==> src/rtl/serial_adder_pkg.sv <==
// Shared definitions for the bit-serial adder: FSM state encoding and the
// helper that sizes the bit counter from the operand width.
package serial_adder_pkg;

  typedef enum logic [1:0] {
    ST_IDLE  = 2'd0,
    ST_SHIFT = 2'd1,
    ST_DONE  = 2'd2
  } state_t;

  // Counter must be able to hold WIDTH itself, hence WIDTH+1.
  function automatic int cnt_w(input int width);
    return $clog2(width + 1);
  endfunction

endpackage

==> src/rtl/full_adder.sv <==
// 1-bit full adder composed of two half adders; the two partial carries can
// never both be high, so a plain OR merges them.
module full_adder (
  input  logic a,
  input  logic b,
  input  logic cin,
  output logic s,
  output logic cout
);

  logic s0, c0, c1;

  half_adder u_ha0 (
    .a (a),
    .b (b),
    .s (s0),
    .c (c0)
  );

  half_adder u_ha1 (
    .a (s0),
    .b (cin),
    .s (s),
    .c (c1)
  );

  assign cout = c0 | c1;

endmodule

==> src/rtl/half_adder.sv <==
// 1-bit half adder cell from the datapath-components library.
module half_adder (
  input  logic a,
  input  logic b,
  output logic s,
  output logic c
);

  assign s = a ^ b;
  assign c = a & b;

endmodule

==> src/rtl/serial_adder_ctrl.sv <==
// Bit-serial add sequencer: one shared full adder cell walks the operands LSB
// first over WIDTH cycles, with a start/busy/done handshake around it.
module serial_adder_ctrl
  import serial_adder_pkg::*;
#(
  parameter int WIDTH = 8,
  parameter int CNT_W = cnt_w(WIDTH)
) (
  input  logic             clk,
  input  logic             rst_n,
  input  logic             start,
  input  logic [WIDTH-1:0] a,
  input  logic [WIDTH-1:0] b,
  input  logic             cin,
  output logic             busy,
  output logic             done,
  output logic [WIDTH-1:0] sum,
  output logic             cout
);

  state_t           state_reg, state_next;
  logic [WIDTH-1:0] opa_reg, opb_reg, partial_reg, partial_next;
  logic             carry_reg;
  logic [CNT_W-1:0] cnt_reg;
  logic             fa_s, fa_c;
  logic             accept, last_bit;

  full_adder u_fa (
    .a    (opa_reg[0]),
    .b    (opb_reg[0]),
    .cin  (carry_reg),
    .s    (fa_s),
    .cout (fa_c)
  );

  // New result bit enters at the MSB so the LSB-first stream lands in place.
  generate
    if (WIDTH == 1) begin : g_w1
      assign partial_next = fa_s;
    end else begin : g_wn
      assign partial_next = {fa_s, partial_reg[WIDTH-1:1]};
    end
  endgenerate

  assign accept   = start && (state_reg == ST_IDLE || state_reg == ST_DONE);
  assign last_bit = (cnt_reg == CNT_W'(WIDTH - 1));
  assign busy     = (state_reg == ST_SHIFT);
  assign done     = (state_reg == ST_DONE);

  always_comb begin
    state_next = state_reg;
    case (state_reg)
      ST_IDLE:  if (start) state_next = ST_SHIFT;
      ST_SHIFT: if (last_bit) state_next = ST_DONE;
      ST_DONE:  state_next = start ? ST_SHIFT : ST_IDLE;
      default:  state_next = ST_IDLE;
    endcase
  end

  always_ff @(posedge clk or negedge rst_n) begin
    if (!rst_n) begin
      state_reg <= ST_IDLE;
    end else begin
      state_reg <= state_next;
    end
  end

  always_ff @(posedge clk or negedge rst_n) begin
    if (!rst_n) begin
      opa_reg     <= '0;
      opb_reg     <= '0;
      partial_reg <= '0;
      carry_reg   <= 1'b0;
      cnt_reg     <= '0;
      sum         <= '0;
      cout        <= 1'b0;
    end else if (accept) begin
      opa_reg     <= a;
      opb_reg     <= b;
      carry_reg   <= cin;
      partial_reg <= '0;
      cnt_reg     <= '0;
    end else if (state_reg == ST_SHIFT) begin
      opa_reg     <= opa_reg >> 1;
      opb_reg     <= opb_reg >> 1;
      carry_reg   <= fa_c;
      partial_reg <= partial_next;
      cnt_reg     <= cnt_reg + CNT_W'(1);
      // Results only move on the completing edge and hold otherwise.
      if (last_bit) begin
        sum  <= partial_next;
        cout <= fa_c;
      end
    end
  end

endmodule

==> config.mk <==
export PLATFORM = sky130hd
export DESIGN_NAME = serial_adder_ctrl
export DESIGN_NICKNAME = d
export VERILOG_FILES = /design/src/rtl/serial_adder_pkg.sv /design/src/rtl/full_adder.sv /design/src/rtl/half_adder.sv /design/src/rtl/serial_adder_ctrl.sv
export SDC_FILE = /design/constraint.sdc
export NUM_CORES = 1
export LEC_CHECK = 0
export CAP_MARGIN = 30
export CELL_PAD_IN_SITES_DETAIL_PLACEMENT = 1
export CELL_PAD_IN_SITES_GLOBAL_PLACEMENT = 1
export CORE_ASPECT_RATIO = 1.1
export CORE_MARGIN = 1.5
export CORE_UTILIZATION = 46
export CTS_BUF_LIST = sky130_fd_sc_hd__clkbuf_4
export DETAILED_ROUTE_END_ITERATION = 8
export GPL_ROUTABILITY_DRIVEN = 0
export GPL_TIMING_DRIVEN = 1
export PLACE_DENSITY_LB_ADDON = 0.1
export SLEW_MARGIN = 10
export SYNTH_ARGS = -nofsm -noshare
export SYNTH_HDL_FRONTEND = slang
export SYNTH_SLANG_ARGS = --single-unit
==> constraint.sdc <==
create_clock -name clk -period 2.6 [get_ports clk]
set_clock_uncertainty 0.2 [all_clocks]
set_input_delay 0.26 -clock clk [delete_from_list [all_inputs] [get_ports clk]]
set_output_delay 0.26 -clock clk [all_outputs]
set_load 0.005 [all_outputs]
==> results.md, run 1 <==
* Final period util at 81.2%
* Crit-path slowest cell: clkdlybuf4s50_1
* GRT Util Overall at a little under a fifth
* Routed WL at 3060 um
* Placed wire-length estimate at about 2100 um
* Initial detailed-routing violation count at 19
* WL per Instance at around 15 um
* Post-synthesis mux area share at 14.4%
* Register share of total power at 46.1%
* Max cap viols at 0
* Post-Synth XOR/XNOR Area at 0%
* Main combinational cell family by area after synthesis: compound AO/OA/AOI/OAI gates
* Design Area, Final at slightly above 0.002 mm2
* WP data arrival at around 1700 ps
* Worst r2r src: state_reg[1]
* Initial antenna violation count at 0
* Number of H-tree levels at 2
* Die area at 0.00389 mm2
* Most common cell after layout, fill and taps aside: dfrtp_1
* R2R Setup Slk at 640 ps
* Synth Area per Inst at around 13 um2
* Slew Limit Fails at 0
* CP delay by family, top: buffers and inverters
* Die width at between 50 and 60 um
* Post-CTS Setup Repair Bufs at 0
* # diodes at 0
* Max Root-Sink Buffers at 2
* Run status: complete, no violations
* Drt via density at roughly 5.3
* Worst min path class: primary input to flip-flop
* Drt pass-1 iters at 4
* Root Driver: clkbuf_4
* Fill cells at 372
* Worst Path Buf+Inv at 1
* Distinct cells, synth at 19
* Finished Core Util at about 60%
* Core ar. at around 0.0034 mm2
* Compound-Gate Fraction of Synth Area at between 10% and 20%
* Share of cells above drive strength 1 at 11.5%
* Yosys warnings at 0
* Sw Ratio at approximately a third
* HP Start: b[3]
* Layout net count at about 180
* Max IR drop VDD at between 0.4 and 0.5 mV
* Pleak at just under 1 nW
* Reg area at ~980 um2
* Adder-cell area share of the yosys netlist at under 10%
* Slew margin rel. at a little over two fifths
* Pint at 0.00150 W
* Worst path max stage delay at around 550 ps
* Critical path endpoint category: output port
* Residual DRC at 0
* RSZ-0062 raised after global routing: no
* Top Ports at 31
* Clk pin slew, worst setup/hold paths at around 110 ps
* TritonCTS clock tree: yes
* CTS Hold Bufs at 1
* Synthesized flop and latch total at 39
* WS Path Type: flip-flop to output port
* Finish-stage setup viols at 0
* Required time of the critical path at 2140 ps
* Later-pin clock latency in the skew report at around 340 ps
* Startpoint types: flip-flop
* Antenna-violating nets left at 0
* Post-synthesis simple-gate area fraction at about 6.3%
* Gr ovfl total at 0
* Cell Area, Synth at around 0.0016 mm2
* Synthesized net count at around 150
* Maximum number of pins on one net before global-route repair at 40
* Vias at 1082
* Sequential share of the synthesized area at about three fifths
* First-pass GRT wire length at 5260 um
* CTS buffer count at 5
* CP Max Fanout at 15
* Most frequent cells in the layout: dfrtp_1, clkdlybuf4s50_1, a22o_1
* Post-cts sizing count at 0
* Final Hold Fails at 0
* # rows at 22
* Fin crit period at between 2000 and 2500 ps
* Vias in the first global route at between 1000 and 1500
* P_sw at between 0.0007 and 0.0008 W
* Fmax at 0.474 GHz
* Critical Path Source: state_reg[1]
* Layout area overhead at 24.7%
* Post-Route Setup TNS at 0 ps
* Multi-input logic area at 607 um2
* Comb pwr share at between 40% and 50%
* Starting density of the core at 48.3%
* CP Cell Sequence: and2b_4, clkdlybuf4s50_1
* Pwr/cell area at approximately 1100 mW/mm2
* Port Buffer Count at 30
* Clock Sinks at 39
* Post-Synthesis Cells at around 120
* Worst Tran Pin Value at ~850 ps
* Placed instance area at 0.00196 mm2
* Clock share of power at a little over an eighth
* Die Y-Extent at approximately 65 um
[layer usage]
layer	GRT usage (%)	part of all wire, %	wire [um]
met2	29.8	51	1560
met4	6.67	1.1	34
met5	0	0	0
met3	4.13	4.1	125
met1	23.7	44	1340
[worst reg2reg max path, cell delays in order (launching register included)]
cell and delay [ps]:
dfrtp_1 390, and2b_4 380, nor3b_2 320, buf_4 230
mux2_1 330
[cell usage after synthesis, drive strengths merged]
cell    count  share of area, %
nor2        1              0.39
buf         6               2.2
nand4       1              0.39
fa          1               1.2
nor3b       1              0.77
nor2b       2              0.77
nand2      13               3.0
and2b       1              0.62
mux2       11               7.6
nand2b      1              0.39
o21ai      10               3.1
ha          1              0.77
clkbuf      2              0.46
a21o        6               2.8
dfrtp      39                60
a22o       16               8.6
mux2i      11               6.8
[final timing paths]
kind                       depth (start not counted)    endpoint
min in group asynchronous                          2      sum[6]
hold / removal                                     3  opb_reg[3]
hold reg to reg                                    1  opb_reg[1]
setup reg to reg                                   4      sum[0]
max in group asynchronous                          2      sum[0]
setup / recovery                                   2        busy
[area by class of cell]
cell class / instances / share of cell area, %
multi-input combinational: 76 / 30.0
clock buffer: 5 / 1.86
timing repair buffer: 34 / 16.2
clock inverter: 3 / 0.742
sequential: 39 / 48.2
tap: 48 / 2.97
[kinds of logic (layout without fill, tap and decap cells)]
family / Yosys count / in the layout
buf+inv: 8 / 42
fa+ha+maj: 2 / 2
simple gates: 20 / 20
mux: 22 / 22
flops: 39 / 39
compound gates: 32 / 32
[power groups by stage]
stage,registers (W),clock network (W),logic (W)
2_1_floorplan,0.00102,0,0.000638
5_1_grt,0.00108,0.000332,0.00105
3_5_place_dp,0.00106,0,0.000943
6_report,0.00104,0.000295,0.000926
4_1_cts,0.00105,0.000312,0.000945
3_3_place_gp,0.00104,0,0.000887
[stage by stage]
step	worst slack, ps	cells	hold WS (ps)	total power [W]
6_report	490	205	269	0.00227
5_1_grt	412	205	285	0.00246
4_1_cts	458	205	261	0.00231
3_5_place_dp	611	196	215	0.00200
3_3_place_gp	643	196	207	0.00193
2_1_floorplan	1030	123	-236	0.00165
No activity file was read; power rests on OpenSTA's default activity.
==> run 2: changes to the inputs <==
CORE_UTILIZATION = 43   (was 46)
clock period = 2.05 ns   (was 2.6 ns; I/O delays follow)
==> results.md, run 2 (same netlist as run 1, synthesis figures left out) <==
* Post-Route Setup TNS at 0 ps (unchanged)
* GRT Util Overall at 18.7% (+0.36 points)
* Drt pass-1 iters at 4 (unchanged)
* Antenna-violating nets left at 0 (unchanged)
* Run status: complete, no violations
* Vias in the first global route at 1162 (+2.7%)
* Required time of the critical path at 1640 ps (-500 ps)
* Fill cells at 386 (+3.8%)
* Startpoint types: flip-flop
* Pleak at 1.01 nW (+4.2%)
* Max Root-Sink Buffers at 2 (unchanged)
* Vias at 1103 (+1.9%)
* Worst R2R Path Depth at 5 (+1)
* # diodes at 0 (unchanged)
* Fin crit period at 1950 ps
* CP Max Fanout at 4 (-11)
* Residual DRC at 0 (unchanged)
* Initial antenna violation count at 0 (unchanged)
* Initial detailed-routing violation count at 34 (+15)
* Worst path max stage delay at 520 ps (-30 ps)
* Worst Tran Pin Value at 668 ps (-180 ps)
* Clock Sinks at 39 (unchanged)
* Die Y-Extent at 67.4 um (+3.3%)
* Crit path depth at 2 (unchanged)
* M1 WL at 1310 um (-2.8%)
* Max IR drop VDD at 0.795 mV (+78%)
* Maximum number of pins on one net before global-route repair at 40 (unchanged)
* WS Path Type: flip-flop to output port
* Slew Limit Fails at 0 (unchanged)
* Layout net count at 181 (+1.7%)
* TritonCTS clock tree: yes
* Max cap viols at 0 (unchanged)
* Pwr/cell area at 1520 mW/mm2 (+36%)
* Root Driver: clkbuf_4
* Die area at 0.00415 mm2 (+6.6%)
* Finished Core Util at 58.3% (-2.0 points)
* Fmax at between 0.5 and 0.6 GHz
* Share of cells above drive strength 1 at 13.1% (+1.7 points)
* Gr ovfl total at 0 (unchanged)
* RSZ-0062 raised after global routing: no
* Drt via density at 5.25 (-0.49%)
* Met3 WL post-DR at 121 um (-3.2%)
* Layout area overhead at 30.2%
* Worst Path Buf+Inv at 1 (unchanged)
* Clk pin slew, worst setup/hold paths at 120 ps (about the same)
* Final period util at 95.0%
* First-pass GRT wire length at 5460 um (+3.8%)
* Starting density of the core at 44.8% (-3.6 points)
* WL per Instance at 15.6 um (+4.7%)
* Crit-path slowest cell: clkdlybuf4s50_1
* Slew margin rel. at 55.4% (+12 points)
* # rows at 23 (+4.5%)
* Die width at 61.6 um (+3.3%)
* Critical path endpoint category: output port
* CTS buffer count at 5 (unchanged)
* Port Buffer Count at 30 (unchanged)
* Most frequent cells in the layout: dfrtp_1, clkdlybuf4s50_1, a22o_1
* CP delay by family, top: buffers and inverters
* Final Hold Fails at 0 (unchanged)
* Routed length on met2 at 1800 um (+16%)
* Top Ports at 31 (unchanged)
* Number of H-tree levels at 2 (unchanged)
* Core ar. at 0.00363 mm2 (+8.0%)
* CP Cell Sequence: and2b_4, clkdlybuf4s50_1
* Worst min path class: primary input to flip-flop
* WP data arrival at 1540 ps (-110 ps)
* Later-pin clock latency in the skew report at 340 ps (about the same)
* Finish-stage setup viols at 0 (unchanged)
* Top Layer Used: met4
* Most common cell after layout, fill and taps aside: dfrtp_1
* Min-Delay Path Depth at 3 (unchanged)
* Routed WL at 3280 um (+7.3%)
-- run 2: cell count changes in the layout (fill, tap and decap cells not counted) --
cell	previous run	this run
clkbuf_4	5	6
buf_12	0	1
clkinv_2	3	0
bufinv_16	0	2
buf_4	3	5
-- run 2: repair_timing --
item,CTS,global route
hold buffers,1,0
buffers inserted,0,2
setup endpoints to repair,0,1
gates resized for setup,0,0
hold endpoints to repair,39,0
-- run 2: final cells by class --
| class | count | area [um2] | area share, % |
|---|---|---|---|
| clock buffer | 6 | 45.0 | 2.13 |
| clock inverter | 2 | 60.1 | 2.84 |
| sequential | 39 | 976 | 46.2 |
| tap | 50 | 62.6 | 2.96 |
| multi-input combinational | 76 | 607 | 28.7 |
| timing repair buffer | 37 | 363 | 17.2 |
-- run 2: worst paths after layout --
path | slack, ps | end | from
min in group asynchronous | 230 | partial_reg[6] | rst_n
setup / recovery | 100 | busy | state_reg[1]
setup reg to reg | 190 | sum[2] | state_reg[1]
max in group asynchronous | 1080 | cnt_reg[3] | rst_n
hold reg to reg | 300 | cout | cout
hold / removal | 220 | opa_reg[6] | a[6]
-- run 2: report_power, final --
| part | switching (W) | leakage, nW | internal [W] |
|---|---|---|---|
| registers | 0.000226 | 0.496 | 0.00111 |
| clock network | 0.000246 | 0.0559 | 0.000394 |
| logic | 0.000519 | 0.456 | 0.000722 |
-- run 2: per-stage QoR --
| stage | cell area (um2) | worst slack (ps) | cells | hold WS [ps] | total power [W] |
|---|---|---|---|---|---|
| 2_1_floorplan | 1620 | 477 | 123 | -291 | 0.00210 |
| 3_3_place_gp | 1970 | 246 | 199 | 81.6 | 0.00245 |
| 3_5_place_dp | 1970 | 169 | 199 | 91.2 | 0.00255 |
| 4_1_cts | 2090 | 19.3 | 208 | 203 | 0.00321 |
| 5_1_grt | 2110 | 30.3 | 210 | 226 | 0.00347 |
| 6_report | 2110 | 102 | 210 | 217 | 0.00321 |
-- run 2: worst min-delay path: stages --
cell and delay, ps:
clkdlybuf4s50_1 390, nand2_1 50, o21ai_0 60
-- run 2: layer usage --
metal / global-route usage (%) / up-vias
li1: - / 516
met1: 21.2 / 556
met2: 32.2 / 25
met3: 6.32 / 6
met4: 6.38 / 0
met5: 0 / -
==> run 3: changes to the inputs <==
RECOVER_POWER = 25   (was unset)
==> results.md, run 3 (same netlist as run 1, synthesis figures left out) <==
* # rows at 23 (unchanged)
* Fin crit period at 1950 ps (unchanged)
* WL per Instance at 15.6 um (about the same)
* Required time of the critical path at 1640 ps (about the same)
* CP Max Fanout at 4 (unchanged)
* Antenna-violating nets left at 0 (unchanged)
* Die width at 61.6 um (unchanged)
* Slew margin rel. at 38.0% (-17 points)
* Die Y-Extent at 67.4 um (unchanged)
* Post-cts sizing count at 0 (unchanged)
* Drt pass-1 iters at 4 (unchanged)
* Clk pin slew, worst setup/hold paths at 120 ps (about the same)
* Clock Sinks at 39 (unchanged)
* Startpoint types: flip-flop
* Layout net count at 181 (unchanged)
* Max cap viols at 0 (unchanged)
* Gr ovfl total at 0 (unchanged)
* Routed WL at 3280 um (about the same)
* Final Hold Fails at 0 (unchanged)
* Root Driver: clkbuf_4
* Fill cells at 386 (unchanged)
* First-pass GRT wire length at 5460 um (unchanged)
* Later-pin clock latency in the skew report at 340 ps (about the same)
* Critical path endpoint category: output port
* Post-Route Setup TNS at 0 ps (unchanged)
* Worst min path class: primary input to flip-flop
* Fmax at 0.513 GHz (unchanged)
* Initial antenna violation count at 0 (unchanged)
* CTS buffer count at 5 (unchanged)
* TritonCTS clock tree: yes
* Die area at 0.00415 mm2 (unchanged)
* Number of H-tree levels at 2 (unchanged)
* RSZ-0062 raised after global routing: no
* Finish-stage setup viols at 0 (unchanged)
* WS Path Type: flip-flop to output port
* # diodes at 0 (unchanged)
* Residual DRC at 0 (unchanged)
* Most frequent cells in the layout: dfrtp_1, clkdlybuf4s50_1, a22o_1
* Initial detailed-routing violation count at 29 (-15%)
* Core ar. at 0.00363 mm2 (unchanged)
* Worst Tran Pin Value at 929 ps (+261 ps)
* WP data arrival at 1540 ps (about the same)
* Drt via density at 5.25 (about the same)
* Maximum number of pins on one net before global-route repair at 40 (unchanged)
* Final period util at 95.0% (unchanged)
* Pleak at 1.01 nW (about the same)
* Tot Pwr at 0.00321 W (about the same)
* GRT Util Overall at 18.7% (unchanged)
* Pwr/cell area at 1520 mW/mm2 (about the same)
* Layout area overhead at 30.1%
* Slew Limit Fails at 0 (unchanged)
* Run status: complete, no violations
* Port Buffer Count at 30 (unchanged)
* Starting density of the core at 44.8% (unchanged)
* Max IR drop VDD at 0.795 mV (about the same)
* Max Root-Sink Buffers at 2 (unchanged)
* Top Ports at 31 (unchanged)
* Vias in the first global route at 1162 (unchanged)
* Vias at 1102 (-0.091%)
* Share of cells above drive strength 1 at 13.1% (unchanged)
* Most common cell after layout, fill and taps aside: dfrtp_1
[run 3: cell types whose count changed in the layout (fill, tap and decap cells not counted), sizes merged]
cell | before | now
clkbuf | 6 | 7
buf | 7 | 6
[run 3: repair_timing]
| item | in CTS | in global routing |
|---|---|---|
| endpoints found under the hold margin | 39 | 0 |
| setup buffers | 0 | 2 |
| hold buffers | 1 | 0 |
| endpoints found under the setup margin | 0 | 1 |
[run 3: critical path, cell delays in order, from the launching register on]
cell and delay [ps]:
dfrtp_1 390, and2b_4 290, clkdlybuf4s50_1 520
[run 3: final timing paths]
path,startpoint,to,slack (ps),cells after the start
worst max-delay path,state_reg[1],busy,100,2
worst min-delay path,a[6],opa_reg[6],220,3
worst max register to register,state_reg[1],sum[2],190,5
worst min register to register,cout,cout,300,1
max in group asynchronous,rst_n,cnt_reg[3],660,3
min in group asynchronous,rst_n,partial_reg[7],400,3
[run 3: layout make-up]
cell class                      instances  area (um2)  share of cell area [%]
Sequential cell                        39         976                    46.2
Multi-Input combinational cell         76         607                    28.7
Timing Repair Buffer                   37         360                    17.1
Tap cell                               50        62.6                    2.96
Clock inverter                          2        60.1                    2.85
Clock buffer                            6        45.0                    2.13
[run 3: power breakdown]
| group | leakage (nW) | internal (W) | switching [W] | total (W) |
|---|---|---|---|---|
| clock network | 0.0559 | 0.000394 | 0.000246 | 0.000640 |
| logic | 0.455 | 0.000722 | 0.000519 | 0.00124 |
| registers | 0.496 | 0.00111 | 0.000226 | 0.00133 |
| total | 1.01 | 0.00222 | 0.000992 | 0.00321 |
[run 3: layer usage]
layer	track usage, %	up-vias	share of wire, %
li1	-	516	-
met1	21.2	555	40
met2	32.2	25	55
met3	6.32	6	3.7
met4	6.38	0	1.6
met5	0	-	0
[run 3: through the flow]
stage               hold slack (ps)  utilization, %  instance area [um2]  cells  setup slack (ps)
finish                          217            58.2                 2110    210               102
global route                    226            58.2                 2110    210              30.3
CTS                             203            57.5                 2090    208              19.3
detailed placement             91.2            54.3                 1970    199               169
global placement               81.6            54.3                 1970    199               246
floorplan                      -291               -                 1620    123               477
